==> src/rtl/paramtype_deser.sv <==
// paramtype_deser: rebuilds one T-typed word from LSB-first S-bit beats and offers it on a valid/ready port
module paramtype_deser #(
    parameter int S = 1,
    parameter type T = logic [7:0],
    localparam int W = $bits(T),
    localparam int N = (W + S - 1) / S,
    localparam int CW = $clog2(N + 1)
) (
    input  logic          clk,
    input  logic          rst_n,
    input  logic          in_valid,
    input  logic          in_first,
    input  logic [S-1:0]  in_data,
    output logic          in_ready,
    output logic          out_valid,
    output T              out_data,
    input  logic          out_ready,
    output logic          sync_err,
    output logic [CW-1:0] beat_cnt
);
    localparam int SW = N * S;

    typedef enum logic {COLLECT, HOLD} state_t;

    state_t        r_state, w_state_nxt;
    logic [SW-1:0] r_shift, w_shift_nxt;
    logic [CW-1:0] r_cnt, w_idx;
    logic [W-1:0]  w_word;
    T              r_data;
    logic          r_sync;
    logic          w_accept, w_resync, w_last;

    assign w_accept = in_valid && (r_state == COLLECT);
    assign w_resync = w_accept && in_first && (r_cnt != '0);
    assign w_idx    = w_resync ? '0 : r_cnt;
    assign w_last   = w_accept && (w_idx == CW'(N - 1));

    // Merge the incoming beat into its slot; a resync starts again from an empty word
    always_comb begin
        w_shift_nxt = w_resync ? '0 : r_shift;
        for (int k = 0; k < N; k++)
            if (w_idx == CW'(k)) w_shift_nxt[k*S +: S] = in_data;
    end

    if (SW > W) begin : g_trim
        assign w_word = w_shift_nxt[W-1:0];
    end else begin : g_exact
        assign w_word = w_shift_nxt;
    end

    // State register
    always_ff @(posedge clk or negedge rst_n) begin
        if (!rst_n) r_state <= COLLECT;
        else        r_state <= w_state_nxt;
    end

    // Next state and handshake outputs: gather beats, then hold the word until taken
    always_comb begin
        w_state_nxt = r_state;
        in_ready    = (r_state == COLLECT);
        out_valid   = (r_state == HOLD);
        w_state_nxt = (r_state == COLLECT) ? (w_last ? HOLD : COLLECT)
                                           : (out_ready ? COLLECT : HOLD);
    end

    // Datapath: shift register, beat counter, output word and resync pulse
    always_ff @(posedge clk or negedge rst_n) begin
        if (!rst_n) begin
            r_shift <= '0;
            r_cnt   <= '0;
            r_data  <= '0;
            r_sync  <= 1'b0;
        end else begin
            r_sync <= w_resync;
            if (w_accept) begin
                r_shift <= w_shift_nxt;
                r_cnt   <= w_last ? '0 : w_idx + CW'(1);
            end
            if (w_last) r_data <= T'(w_word);
        end
    end

    assign out_data = r_data;
    assign sync_err = r_sync;
    assign beat_cnt = r_cnt;
endmodule

==> config.mk <==
export PLATFORM = sky130hd
export DESIGN_NAME = paramtype_deser
export DESIGN_NICKNAME = d
export VERILOG_FILES = /design/src/rtl/paramtype_deser.sv
export SDC_FILE = /design/constraint.sdc
export NUM_CORES = 1
export LEC_CHECK = 0
export CORE_ASPECT_RATIO = 1.2
export CORE_MARGIN = 2
export CORE_UTILIZATION = 50
export DETAILED_ROUTE_END_ITERATION = 7
export PLACE_DENSITY_LB_ADDON = 0.3
export SLEW_MARGIN = 10
export SYNTH_ARGS = -nofsm -noshare
export SYNTH_HDL_FRONTEND = slang
export SYNTH_SLANG_ARGS = --single-unit
==> constraint.sdc <==
create_clock -name clk -period 2.5 [get_ports clk]
set_input_delay 0.5 -clock clk [delete_from_list [all_inputs] [get_ports clk]]
set_output_delay 0.5 -clock clk [all_outputs]
set_load 0.005 [all_outputs]
==> summary.txt, run 1 <==
Routing
  – Routed WL per cell: 16.1 µm
  – 1st-iter DRT viols: 11
  – DRT antenna net count: 0
  – Final WL: 1.93 mm
  – DR vias/cell: 5.73
  – # DRC: 0
  – Via count: 688
  – Drt pass-1 iters: 4

STA
  – Final clock skew: 3.83 ps
  – RSZ-0062 raised after global routing: no
  – Setup TNS: 0 ps
  – Worst slew pin tran: 464 ps
  – Rel. slew slack: 69.1%
  – Final hold viol count: 0
  – Slew Viols, Final: 0
  – Final setup fails: 0
  – Min Tclk post-route: 2060 ps
  – Final period util: 82.5%
  – Fmax: 0.485 GHz

Clock tree
  – Clock insertion delay at the later pin of the skew report: 310 ps
  – H-tree depth: 1
  – Post-CTS sizing: 0
  – Clock sink count: 21
  – Hold_buf cts: 0
  – Worst-path clk slew: 120 ps
  – CTS tree: yes
  – Post-CTS setup buffers: 0
  – Clk buf depth: 2
  – Clk root buf: clkbuf_4
  – CTS buffer count: 3

Setup path
  – CP Launch Point: beat_cnt[0]
  – FF-to-FF setup slack: 860 ps
  – CP bufs+invs: 1
  – R2r startpoint: beat_cnt[2]
  – Crit path max fanout: 15
  – Critical Path RT: 2000 ps
  – Critical Path Max Stage Delay: 650 ps
  – CP Capture Point: beat_cnt[0]
  – Slowest stage cell, crit path: dfrtp_1
  – CP cell instances: clkdlybuf4s50_1
  – Worst reg2reg path endpoint: out_data[7]
  – Crit path kind: flop to output port
  – CP arrival: 1560 ps
  – Crit. End Element: output port
  – Top delay family on crit path: flip-flops
  – Instance count on the critical path: 1
  – Startpoint class of the critical path: flop
  – R2R depth: 3

Yosys
  – Cell Area, Synth: 1030 µm²
  – Synth cell types: 32
  – Synth top area cells: dfrtp_1 51%, mux2_4 12%, mux2i_1 5.8%
  – Syn nets: 85
  – Synth Register Bits: 21
  – EDFF count, synth: 0
  – Synthesis Warnings: 0
  – Post-synth top area cell: dfrtp_1
  – Post-Synthesis Cells: 79
  – Share of the synthesized area in the top cell type: 51.2%
  – Ys flop type: dfrtp_1
  – Register area share after synthesis: 51.2%
  – Synth async-reset ratio: 100%
  – Syn Area/Cell: 13.0 µm²

Cells and area
  – Synthesis-to-finish area growth: 22.0%
  – Core Util, Final: 66.2%
  – Fraction of layout cells with a size suffix above 1: 18.8%
  – Ant. Diodes: 0
  – Number of nets in the layout: 108
  – Non-Filler Instances: 120

Floorplan
  – Chip Height: 53.7 µm
  – Core area: 1890 µm²
  – Die Area: 2430 µm²
  – Top Ports: 21
  – Die width: 45.4 µm
  – Rows: 17
  – Initial core utilization: 54.3%

Placement
  – GP Congestion: 0.802
  – Detail Placement HPWL: 1.38 mm
  – Number of port buffers: 20
  – Placed cells: 116

GRT
  – Antenna violations before repair: 0
  – Met1 usage in global routing: 22.3%
  – GRT Max-Usage Layer: met2
  – GRT overflow: 0
  – Overall Global Routing Usage: 19.7%
  – Vias in the first global route: 737
  – Met2 GRT Util: 33.3%
  – Pin count of the biggest net entering global routing: 22
  – First-pass GRT wire length: 3.36 mm
  – Grt met3 use: 4.36%

Pwr
  – Pleak: 0.572 nW
  – P per Cell Area: 821 nW/µm²
  – Max VDD drop: 546 µV

Status
  – Status: finished, final reports clean

Worst hold path
  – Worst Hold Class: input pin to async pin

Run
  – Maxcap violations: 0
-- report_power, final --
group,switching [mW],total (mW),leakage [nW],internal (mW)
combinational,0.128,0.341,0.276,0.213
clock,0.104,0.166,0.0150,0.0623
sequential,0.103,0.521,0.281,0.418
-- cells by family (layout without fill, tap and decap cells) --
family | Yosys count | count (layout) | synth area share (%)
AOI/OAI and AO/OA | 18 | 18 | 10.8
buffers and inverters | 6 | 28 | 4.51
and+or+nand+nor | 19 | 19 | 14.9
DFF | 21 | 21 | 51.2
muxes | 15 | 15 | 18.6
-- layout make-up --
cell class                      instances  area (µm²)
Multi-Input combinational cell         52         455
Fill cell                             139         639
Timing Repair Buffer                   22         215
Inverter                                2        7.51
Tap cell                               19        23.8
Clock buffer                            4        26.3
Sequential cell                        21         526
-- synth_stat cells, types with 2 or more instances --
library cell and instances:
nand4b_1 2, mux2_4 8, o21ai_0 10, dfrtp_1 21, nor2b_1 2, inv_1 2, mux2i_1 6, nor2_1 2
clkbuf_1 2, nand3_1 2
-- how the worst min path moves through the flow --
| stage | startpoint | endpoint | slack [ps] | cells after the start |
|---|---|---|---|---|
| final | rst_n | sync_err | 520 | 2 |
| after global routing | r_shift[6] | out_data[6] | 530 | 1 |
| after CTS | r_shift[2] | out_data[2] | 520 | 1 |
| after detailed placement | r_shift[2] | out_data[2] | 490 | 1 |
| after global placement | r_shift[3] | out_data[3] | 480 | 1 |
| after floorplan | rst_n | beat_cnt[0] | 200 | 0 |
-- layer usage --
layer  wire length (µm)  vias to the layer above
met1                834                      335
met5                  0                        -
met2                985                       19
met4                 35                        0
met3                 76                        2
li1                   -                      332
-- cell usage in the layout (no fill, tap or decap), types with 2 or more instances in the layout --
master           netlist  routed
dfrtp_1               21      21
clkdlybuf4s50_1        0      20
o21ai_0               10      10
mux2_4                 8       8
mux2i_1                6       6
clkbuf_4               0       3
nor2_1                 2       2
inv_1                  2       2
nand4b_1               2       2
nor2b_1                2       2
nand3_1                2       2
buf_4                  0       2
-- sequential cells by signal (all words and copies together) (netlist names) --
register   flops
sync_err       1
out_valid      1
r_shift        7
out_data       8
beat_cnt       4
-- stage by stage --
stage	hold WS [ps]	setup WS (ps)	instance area (µm²)	power, mW
finish	515	438	1250	1.03
CTS	519	430	1250	1.04
detailed placement	492	391	1230	0.872
global placement	483	440	1230	0.850
floorplan	204	806	1030	0.704
global route	533	354	1250	1.09
Power figures use the tool's default switching activity.
==> run 2: changes to the inputs <==
- CORE_UTILIZATION: 50 -> 44
- clock period: 2.5 -> 1.8 ns (I/O delays scaled with it)
==> run 2 against run 1 <==
First-iteration DRC count decreased by 18%. Critical path depth increased by 1. Utilization shrank 8.3 points. Worst hold slack got worse by 120 ps. Final cell count increased by 14%. Sequential power up 35%. Largest power group unchanged.
==> summary.txt, run 2 (same netlist as run 1, synthesis figures left out) <==
Status
  – Status: finished, final reports clean

STA
  – Final hold viol count: 0
  – Setup TNS: 0 ps
  – Final worst setup slack: 73.7 ps
  – Fmax: 0.579 GHz
  – RSZ-0062 raised after global routing: no
  – Final period util: 95.9%
  – Slew Viols, Final: 0
  – Worst slew pin tran: 264 ps
  – Final clock skew: 9.86 ps
  – Final setup fails: 0
  – Rel. slew slack: 82.4%
  – Min Tclk post-route: 1730 ps

Clock tree
  – CTS buffer count: 3
  – H-tree depth: 1
  – Post-CTS setup buffers: 0
  – Clock sink count: 21
  – Clock insertion delay at the later pin of the skew report: 300 ps
  – CTS tree: yes
  – Clk root buf: clkbuf_4
  – Clk buf depth: 2
  – Worst-path clk slew: 110 ps
  – Hold_buf cts: 0

Pwr
  – PnR Total Power: 1.45 mW
  – Pleak: 0.595 nW
  – P per Cell Area: 1110 nW/µm²
  – Max VDD drop: 775 µV

Cells and area
  – Fraction of layout cells with a size suffix above 1: 24.5%
  – Non-Filler Instances: 137
  – Fillcell total: 192
  – Max reg flops: 8
  – Commonest non-fill, non-tap cells in the layout: 20 x clkdlybuf4s50_1, 19 x dfrtp_1, 10 x o21ai_0
  – Commonest non-fill, non-tap cell in the layout: clkdlybuf4s50_1
  – Core Util, Final: 58.0%
  – Synthesis-to-finish area growth: 27.4%
  – Ant. Diodes: 0
  – Number of nets in the layout: 113

Floorplan
  – Rows: 19
  – Chip Height: 56.9 µm
  – Die width: 48.1 µm
  – Top Ports: 21
  – Initial core utilization: 45.5%
  – Core area: 2260 µm²
  – Die Area: 2740 µm²

Setup path
  – Critical Path RT: 1440 ps
  – Crit path kind: flop to output port
  – Crit path max fanout: 6
  – Startpoint class of the critical path: flop
  – CP arrival: 1370 ps
  – Crit. End Element: output port

GRT
  – GRT overflow: 0
  – Overall Global Routing Usage: 16.3%
  – Pin count of the biggest net entering global routing: 22
  – Antenna violations before repair: 0
  – Vias in the first global route: 720
  – First-pass GRT wire length: 3.23 mm

Routing
  – DR vias/cell: 5.09
  – DRT met1 WL: 867 µm
  – Highest routed metal layer: met4
  – Routed length on met3: 46 µm
  – Routed wire length on met2: 896 µm
  – Drt pass-1 iters: 4
  – Final WL: 1.85 mm
  – 1st-iter DRT viols: 9
  – # DRC: 0
  – Via count: 698
  – DRT antenna net count: 0
  – Routed WL per cell: 13.5 µm

Placement
  – Pre-CTS setup slack: -83.6 ps
  – Placed cells: 133
  – Detail Placement HPWL: 1.37 mm
  – GP Congestion: 0.799
  – Number of port buffers: 20

Run
  – Maxcap violations: 0

Worst hold path
  – Worst Hold Class: input pin to async pin
-- run 2: cell types whose count changed in the layout (fill, tap and decap cells not counted) --
cell	previous run	this run
buf_4	2	7
dfrtp_1	21	19
dfrtp_2	0	2
-- run 2: final timing paths --
kind	startpoint	to	slack, ps	cells after the start
max in group asynchronous	rst_n	beat_cnt[0]	1170	2
worst min-delay path	rst_n	sync_err	390	2
worst max register to register	beat_cnt[2]	out_data[4]	270	3
worst min register to register	r_shift[1]	out_data[1]	510	1
min in group clk	r_shift[1]	out_data[1]	510	1
worst max-delay path	out_valid	in_ready	70	2
-- run 2: per-layer routing --
layer / GRT usage [%] / vias to the layer above
met3: 2.85 / 5
met1: 24.1 / 335
met4: 6.95 / 0
li1: - / 346
met5: 0 / -
met2: 23.2 / 12
-- run 2: power breakdown --
part / total [mW] / switching [mW] / internal, mW
Clock: 0.221 / 0.135 / 0.0863
Sequential: 0.702 / 0.117 / 0.585
Combinational: 0.531 / 0.196 / 0.335
-- run 2: through the flow --
step / hold slack [ps] / instance area, µm²
after floorplan: 64.4 / 1030
after global placement: 483 / 1280
after detailed placement: 487 / 1280
after CTS: 395 / 1310
after global routing: 417 / 1310
final: 392 / 1310
-- run 2: cell type report --
type / count / area [µm²] / area share (%)
Sequential cell: 21 / 528 / 40.3
Tap cell: 31 / 38.8 / 2.96
Timing Repair Buffer: 27 / 253 / 19.3
Multi-Input combinational cell: 52 / 455 / 34.8
Inverter: 2 / 7.51 / 0.574
Clock buffer: 4 / 26.3 / 2.01
-- run 2: critical path: stages, from the launching register on --
cell	delay [ps]
dfrtp_1	460
inv_1	100
clkdlybuf4s50_1	500
-- run 2: timing repair --
action | CTS | global route
gates resized for setup | 1 | 1
setup endpoints to repair | 1 | 1
gates cloned | 0 | 0
==> run 3: changes to the inputs <==
- ABC_AREA: default -> 1
- CORE_UTILIZATION: 44 -> 53
- clock period: 1.8 -> 2.2 ns (I/O delays scaled with it)
==> run 3 against run 2 <==
Total power grew 2.5%. Global-route usage rose by 5.1 points. Worst setup slack improved by 360 ps. Clock-buffer cell count is 1 lower. First-iteration DRC count up 89%. Critical path depth is 1 lower. Cell area about the same. Synthesized area rose by 2.9%. Die area shrank 13%. Critical endpoint is now beat_cnt[1]. Highest routed layer unchanged.
==> summary.txt, run 3 <==
Pwr
  – P per Cell Area: 1140 nW/µm²
  – Pleak: 0.709 nW
  – NetSw: 578 µW
  – Sw Share: 38.8%
  – Clock Power Share: 12.4%
  – Cell Int Power: 912 µW
  – Max VDD drop: 691 µV
  – Combinational share of power: 44.6%
  – Sequential Power Share: 43.0%

STA
  – Setup TNS: 0 ps
  – Hold_ws: 460 ps
  – Fmax: 0.567 GHz
  – Worst slew pin tran: 439 ps
  – Final setup fails: 0
  – Final clock skew: 2.17 ps
  – Final period util: 80.2%
  – Min Tclk post-route: 1760 ps
  – RSZ-0062 raised after global routing: no
  – Slew Viols, Final: 0
  – Final hold viol count: 0
  – Rel. slew slack: 70.6%

Cells and area
  – Ant. Diodes: 0
  – Non-Filler Instances: 190
  – Fraction of layout cells with a size suffix above 1: 7.60%
  – Synthesis-to-finish area growth: 23.9%
  – Number of nets in the layout: 178
  – Commonest non-fill, non-tap cell in the layout: nand2_1
  – Commonest non-fill, non-tap cells in the layout: 69 x nand2_1, 21 x dfrtp_1, 20 x clkdlybuf4s50_1
  – Max reg flops: 8

Worst hold path
  – Worst Hold Class: input pin to async pin

Setup path
  – CP arrival: 1320 ps
  – Critical Path Max Stage Delay: 540 ps
  – Crit. End Element: output port
  – Startpoint class of the critical path: flop
  – CP cell instances: clkdlybuf4s50_1
  – FF-to-FF setup slack: 490 ps
  – Top delay family on crit path: buffers and inverters
  – R2r startpoint: beat_cnt[0]
  – Critical Path RT: 1760 ps
  – Slowest stage cell, crit path: clkdlybuf4s50_1
  – R2R depth: 7
  – CP bufs+invs: 1
  – Crit path max fanout: 7
  – Crit path kind: flop to output port
  – Worst reg2reg path endpoint: out_data[5]

Floorplan
  – Top Ports: 21
  – Rows: 17
  – Die width: 44.8 µm
  – Chip Height: 52.9 µm
  – Initial core utilization: 57.1%
  – Core area: 1850 µm²
  – Die Area: 2370 µm²

GRT
  – Overall Global Routing Usage: 21.4%
  – GRT overflow: 0
  – Pin count of the biggest net entering global routing: 22
  – Antenna violations before repair: 0
  – First-pass GRT wire length: 3.62 mm
  – Vias in the first global route: 879

Routing
  – # DRC: 0
  – DRT antenna net count: 0
  – Via count: 979
  – Drt pass-1 iters: 4
  – Final WL: 2.20 mm
  – Routed WL per cell: 11.6 µm
  – DR vias/cell: 5.15
  – 1st-iter DRT viols: 17

Yosys
  – Synthesis Warnings: 0
  – Ys flop type: dfrtp_1
  – Synth async-reset ratio: 100%
  – Post-synth top area cell: dfrtp_1
  – EDFF count, synth: 0
  – Syn nets: 153
  – Syn Area/Cell: 7.19 µm²
  – Synth top area cells: dfrtp_1 50%, nand2_1 24%, nand3_1 6.6%
  – Top cells by count, synth: 69 x nand2_1, 21 x dfrtp_1, 14 x inv_1, 14 x nand3_1, 13 x nor2_1
  – Share of the synthesized area in the top cell type: 49.7%
  – Register area share after synthesis: 49.7%
  – Synth cell types: 16
  – Cell Area, Synth: 1060 µm²
  – Post-Synthesis Cells: 147
  – Most frequent cell after synthesis: nand2_1
  – Synth Register Bits: 21

Clock tree
  – Hold_buf cts: 0
  – Post-CTS sizing: 0
  – CTS buffer count: 3
  – Clock sink count: 21
  – Clk root buf: clkbuf_4
  – CTS tree: yes
  – Clock insertion delay at the later pin of the skew report: 310 ps
  – Clk buf depth: 2
  – Worst-path clk slew: 110 ps
  – Post-CTS setup buffers: 0
  – H-tree depth: 1

Run
  – Maxcap violations: 0

Status
  – Status: finished, final reports clean

Placement
  – Placed cells: 186
  – GP Congestion: 0.892
  – Number of port buffers: 20
  – Detail Placement HPWL: 1.60 mm
[run 3: cell count changes in the layout (fill, tap and decap cells not counted), sizes merged, moves of 2 or more]
| cell | previous run | this run |
|---|---|---|
| nand4b | 2 | 0 |
| o21ai | 10 | 6 |
| buf | 7 | 3 |
| nor3b | 2 | 0 |
| nor2b | 3 | 0 |
| mux2 | 9 | 0 |
| inv | 2 | 15 |
| nand2 | 1 | 71 |
| mux2i | 6 | 0 |
| nand3 | 2 | 14 |
| nor2 | 2 | 14 |
[run 3: how the worst max path moves through the flow]
stage | from | endpoint | cells past startpoint
2_1_floorplan | beat_cnt[0] | out_data[2] | 11
3_3_place_gp | in_valid | out_data[5] | 8
3_5_place_dp | in_valid | out_data[5] | 8
4_1_cts | beat_cnt[1] | beat_cnt[1] | 1
5_1_grt | beat_cnt[0] | out_data[6] | 7
6_report | beat_cnt[1] | beat_cnt[1] | 1
[run 3: layout make-up]
cell class,count,area [µm²]
clock buffers,3,22.5
flip-flops and latches,21,526
multi-input cells,108,454
clock inverters,1,5.00
inverters,15,56.3
fillers,150,541
repair buffers,23,223
well taps,19,23.8
[run 3: logic make-up after synthesis]
family          synth area share [%]
simple gates                    38.5
flops                           49.7
buf+inv                         7.34
compound gates                  4.50
[run 3: power by group through the flow]
stage / Sequential [mW] / Clock [mW] / Combinational, mW
CTS: 0.640 / 0.192 / 0.669
global route: 0.659 / 0.200 / 0.759
detailed placement: 0.648 / 0 / 0.661
floorplan: 0.640 / 0 / 0.381
global placement: 0.642 / 0 / 0.647
finish: 0.640 / 0.185 / 0.665
[run 3: worst reg2reg max path: cells and delay by family, from the launching register on]
family,cells,cell delay [ps]
flip-flops,1,460
AND/OR/NAND/NOR,7,1200
[run 3: routing by layer]
metal	GRT usage [%]	part of all wire, %
met5	0	0
met4	13.2	3.4
met3	2.05	3.8
met2	34.3	49
met1	27.6	44
[run 3: per-stage QoR]
stage / util [%] / total power [mW] / instance area [µm²] / setup slack [ps]
2_1_floorplan: - / 1.02 / 1060 / 800
5_1_grt: 70.8 / 1.62 / 1310 / 261
3_5_place_dp: 69.3 / 1.31 / 1280 / 183
6_report: 70.8 / 1.49 / 1310 / 436
3_3_place_gp: 69.3 / 1.29 / 1280 / 244
4_1_cts: 70.8 / 1.50 / 1310 / 425
